--- src/rtl/logic_clk_ctrl.sv ---
// Purpose : drives clk_en for the logic-clock gate (clk & clk_en): halt, free-run, or exact N-cycle STEP burst.
// Latency : command accepted at posedge k -> busy after k, clk_en rises at the negedge after k, first gated edge at k+1.
// Backpressure: cmd_ready drops during a STEP burst, while halt_req is high and in reset; commands without ready are dropped.
//
// Ports:
//   clk, rst_n          - system clock (also the clock being gated), async active-low reset
//   halt_req            - level abort, highest priority, forces IDLE without step_done
//   cmd_valid/cmd_op    - command strobe and opcode (00 NOP, 01 HALT, 10 RUN, 11 STEP)
//   cmd_count           - number of gated pulses for STEP
//   cmd_ready           - combinational command accept
//   clk_en              - gate enable, launched on negedge clk so it only moves while clk is low
//   busy                - registered, high in RUN or STEP
//   step_done           - one-cycle pulse on normal STEP completion
//   remaining           - gated pulses still owed in STEP, 0 otherwise
module logic_clk_ctrl #(
  parameter int CNT_W = 16
) (
  input  logic             clk,
  input  logic             rst_n,
  input  logic             halt_req,
  input  logic             cmd_valid,
  input  logic [1:0]       cmd_op,
  input  logic [CNT_W-1:0] cmd_count,
  output logic             cmd_ready,
  output logic             clk_en,
  output logic             busy,
  output logic             step_done,
  output logic [CNT_W-1:0] remaining
);

  localparam logic [1:0] OP_NOP  = 2'b00;
  localparam logic [1:0] OP_HALT = 2'b01;
  localparam logic [1:0] OP_RUN  = 2'b10;
  localparam logic [1:0] OP_STEP = 2'b11;

  typedef enum logic [1:0] {
    S_IDLE = 2'b00,
    S_RUN  = 2'b01,
    S_STEP = 2'b10
  } state_t;

  state_t           state;
  state_t           state_nxt;
  logic [CNT_W-1:0] rem_nxt;
  logic             done_nxt;
  logic             busy_nxt;
  logic             en_pos;
  logic             accept;

  // State register plus the posedge-registered outputs.
  always_ff @(posedge clk or negedge rst_n) begin
    if (!rst_n) begin
      state     <= S_IDLE;
      remaining <= '0;
      busy      <= 1'b0;
      step_done <= 1'b0;
    end else begin
      state     <= state_nxt;
      remaining <= rem_nxt;
      busy      <= busy_nxt;
      step_done <= done_nxt;
    end
  end

  // clk_en is launched on the falling edge: the gate's AND input is then
  // stable for the whole high phase, so no runt pulse can be produced.
  always_ff @(negedge clk or negedge rst_n) begin
    if (!rst_n) begin
      clk_en <= 1'b0;
    end else begin
      clk_en <= en_pos;
    end
  end

  // Next-state logic.
  always_comb begin
    state_nxt = state;
    rem_nxt   = remaining;
    done_nxt  = 1'b0;
    if (halt_req) begin
      state_nxt = S_IDLE;
      rem_nxt   = '0;
    end else if (accept) begin
      case (cmd_op)
        OP_HALT: begin
          state_nxt = S_IDLE;
          rem_nxt   = '0;
        end
        OP_RUN: begin
          state_nxt = S_RUN;
          rem_nxt   = '0;
        end
        OP_STEP: begin
          if (cmd_count == '0) begin
            // Zero-length burst completes immediately with no gated pulse.
            state_nxt = S_IDLE;
            rem_nxt   = '0;
            done_nxt  = 1'b1;
          end else begin
            state_nxt = S_STEP;
            rem_nxt   = cmd_count;
          end
        end
        default: begin
          state_nxt = state;
        end
      endcase
    end else if (state == S_STEP && clk_en) begin
      // clk_en high at this posedge means a gated pulse just happened.
      if (remaining == CNT_W'(1)) begin
        state_nxt = S_IDLE;
        rem_nxt   = '0;
        done_nxt  = 1'b1;
      end else if (remaining != '0) begin
        rem_nxt = remaining - CNT_W'(1);
      end
    end
  end

  // Output logic.
  always_comb begin
    cmd_ready = !halt_req && (state != S_STEP) && rst_n;
    accept    = cmd_valid && cmd_ready;
    en_pos    = (state == S_RUN) || (state == S_STEP);
    busy_nxt  = (state_nxt == S_RUN) || (state_nxt == S_STEP);
  end

endmodule

--- config.mk ---
export PLATFORM = sky130hd
export DESIGN_NAME = logic_clk_ctrl
export DESIGN_NICKNAME = d
export VERILOG_FILES = /design/src/rtl/logic_clk_ctrl.sv
export SDC_FILE = /design/constraint.sdc
export NUM_CORES = 1
export LEC_CHECK = 0
export CELL_PAD_IN_SITES_DETAIL_PLACEMENT = 1
export CELL_PAD_IN_SITES_GLOBAL_PLACEMENT = 1
export CORE_AREA = 2 2 70 72
export DETAILED_ROUTE_END_ITERATION = 8
export DIE_AREA = 0 0 72 74
export HOLD_SLACK_MARGIN = 0.05
export PLACE_DENSITY_LB_ADDON = 0.25
export SLEW_MARGIN = 20
export SYNTH_ARGS = -nofsm -noshare
export SYNTH_HDL_FRONTEND = slang
export SYNTH_SLANG_ARGS = --single-unit
export TNS_END_PERCENT = 10
--- constraint.sdc ---
create_clock -name clk -period 2.8 [get_ports clk]
set_input_delay 0.42 -clock clk [delete_from_list [all_inputs] [get_ports clk]]
set_output_delay 0.42 -clock clk [all_outputs]
set_load 0.05 [all_outputs]
==> flow_summary_export.csv, run 1 <==
group,metric,value,unit
outcome,outcome,"finished, violations left",
outcome,violations,"negative setup slack",
synthesis,synthArstFlopShare,100,%
power,total_power,0.00132,W
synthesis,syn_area,0.00158,mm^2
sta,hold_slack,0.577,ns
cells_and_area,final_cell_mix,"39 x clkdlybuf4s50_1, 20 x dfrtp_1, 15 x nand3_1",
cells_and_area,final_common_cell,"clkdlybuf4s50_1",
synthesis,yosysSeqAreaShare,33.3,%
synthesis,synthTopCellsByArea,"dfrtp_1 32%, ha_1 4.8%, nand3_1 4.8%, nor4_1 4.0%, nand2_1 3.1%",
floorplanning,start_util,34.3,%
clock_network,cts_root_buffer,"clkbuf_8",
routing,wl_per_cell,20.4,um
clock_network,cts_sinks,21,
floorplanning,die_h,74,um
setup_path,cp.required,2.38,ns
floorplanning,rows,25,
power,powerDensity,598,mW/mm^2
sta,rsz0062_at_grt,"yes",
clock_network,cts_tree,"yes",
synthesis,ys_ff_latch,21,
cells_and_area,area_growth,39.7,%
routing,via_per_inst,6.04,
floorplanning,core-area,0.00460,mm^2
placed_design,dpl.hpwl,4480,um
placed_design,gp_congestion,0.843,
synthesis,synth_top_cell_area_share,31.7,%
clock_network,insertion_delay,0.28,ns
synthesis,syn_inst,177,
sta,final.setup.tns,-0.0242,ns
setup_path,crit_type,"reg2out",
synthesis,synth_nets,205,
min_path,worstHoldStart,"remaining[14]",
setup_path,crit_arrival,2.40,ns
placed_design,numPortBuffers,41,
placed_design,dpl_cell_area,0.00212,mm^2
sta,relSlewSlack,51.9,%
synthesis,yosysWarnings,0,
grt,grt_pass1_wl,9340,um
cells_and_area,layout-drive-gt1-share,15.9,%
floorplanning,die_area,0.00533,mm^2
power,leakage,0.907,nW
synthesis,synth.distinct_cells,49,
cells_and_area,multi_input_comb_area,990,um^2
clock_network,ctsHtreeMaxLevel,1,
setup_path,timing.rr.start,"clk_en",
synthesis,synth_top_flop_cell,"dfrtp_1",
synthesis,yosysTopAreaCell,"dfrtp_1",
sta,worst_pin_slew,0.720,ns
cells_and_area,regArea,526,um^2
clock_network,cts_buffers,3,
setup_path,crit_start,"clk_en",
setup_path,worst-path-max-fanout,2,
sta,fin_ws,-0.0242,ns
cells_and_area,design_area,0.00220,mm^2
routing,dr.pass1.iters,4,
clock_network,clk_pin_slew,0.08,ns
grt,track_usage,23.0,%
grt,grt_max_degree,15,
synthesis,syn_avg_cell_area,8.91,um^2
sta,clock_skew,0.0110,ns
routing,ant_nets,0,
grt,grt_pass1_vias,1823,
clock_network,cts_buffer_depth,2,
cells_and_area,diodes,0,
power,peakVddDrop,209,uV
sta,setup_viol,1,
routing,drt_wl_total,5700,um
run,cap_violations,0,
min_path,hp-class,"reg2reg",
setup_path,start_kind,"flop",
sta,slew_violations,0,
grt,antenna_found_initial,0,
grt,grt_overflow_total,0,
routing,routed-via-count,1692,
sta,final-hold-violation-count,0,
cells_and_area,final_nets,255,
floorplanning,pin_count,42,
routing,first_iter_violations,99,
placed_design,place_ws,0.0217,ns
floorplanning,die_x,72,um
cells_and_area,fillCellCount,537,
routing,drcViolationCount,0,
setup_path,end_kind,"primary output",
synthesis,synth_edf_count,0,
[cell type report]
class	instances	share of cell area [%]
Clock buffer	4	2.04
Inverter	11	1.87
Multi-Input combinational cell	136	44.9
Sequential cell	21	23.8
Tap cell	54	3.06
Timing Repair Buffer	54	24.3
[synthesized netlist by cell type, types with 4 or more instances]
master,instances
dfrtp_1,20
nand3_1,15
nand2_1,13
inv_1,11
nor4_1,10
a21oi_1,9
nor2_1,8
o21ai_0,7
a211oi_1,6
ha_1,6
a31oi_1,4
a32o_1,4
nor3_1,4
xor2_1,4
[worst max-delay path, stage by stage (launching register included)]
cell and delay (ns):
dfrtn_1 0.47, buf_6 0.13, buf_12 0.12
[metrics by stage]
stage | util [%] | instances
2_1_floorplan | - | 177
3_3_place_gp | 46.0 | 275
3_5_place_dp | 46.0 | 275
4_1_cts | 47.4 | 280
5_1_grt | 47.9 | 280
6_report | 47.9 | 280
[sequential cells by signal, summed over array words and instances, names as in the netlist]
register / cells
step_done: 1
remaining: 16
clk_en: 1
state: 2
busy: 1
[worst paths after layout]
| path | slack, ns | depth (start not counted) | end |
|---|---|---|---|
| setup / recovery | -0.02 | 2 | clk_en |
| min in group asynchronous | 0.59 | 2 | busy |
| setup reg to reg | 0.08 | 4 | remaining[13] |
| hold reg to reg | 0.58 | 1 | remaining[14] |
| hold / removal | 0.58 | 1 | remaining[14] |
| max in group asynchronous | 0.73 | 2 | clk_en |
[layer usage]
layer | share of wire, % | routed length [um] | track usage [%] | up-vias
li1 | - | - | - | 776
met1 | 44 | 2490 | 29.5 | 863
met2 | 51 | 2890 | 40.4 | 46
met3 | 4.3 | 245 | 2.44 | 7
met4 | 1.3 | 73 | 8.39 | 0
met5 | 0 | 0 | 0 | -
[logic make-up (layout without fill, tap and decap cells)]
group | Yosys count | count (layout) | share of synthesized area, %
and+or+nand+nor | 70 | 70 | 26.9
AOI/OAI and AO/OA | 55 | 55 | 24.6
DFF | 21 | 21 | 33.3
buffers and inverters | 20 | 69 | 7.69
adders and majority gates | 6 | 6 | 4.76
xor gates and xnor gates | 5 | 5 | 2.78
[repair_timing]
action	4_1_cts	5_1_grt
cloned	0	0
buffers inserted	1	0
gates resized for setup	2	5
hold buffers	0	0
endpoints found under the setup margin	2	8
[power breakdown]
part / switching [W] / internal [W]
Combinational: 0.000438 / 0.000265
Sequential: 0.0000596 / 0.000340
Clock: 0.000113 / 0.000102
Note: power is estimated with default switching activity, not from simulation.
==> run 2: changes to the inputs <==
--- a/config.mk
+++ b/config.mk
@@ -12,7 +12,7 @@
 export DIE_AREA = 0 0 72 74
 export HOLD_SLACK_MARGIN = 0.05
 export PLACE_DENSITY_LB_ADDON = 0.25
-export SLEW_MARGIN = 20
+export SLEW_MARGIN = 30
 export SYNTH_ARGS = -nofsm -noshare
 export SYNTH_HDL_FRONTEND = slang
 export SYNTH_SLANG_ARGS = --single-unit
==> results of run 2 <==
The final DEF is identical to that of run 1; final timing and power are the same.
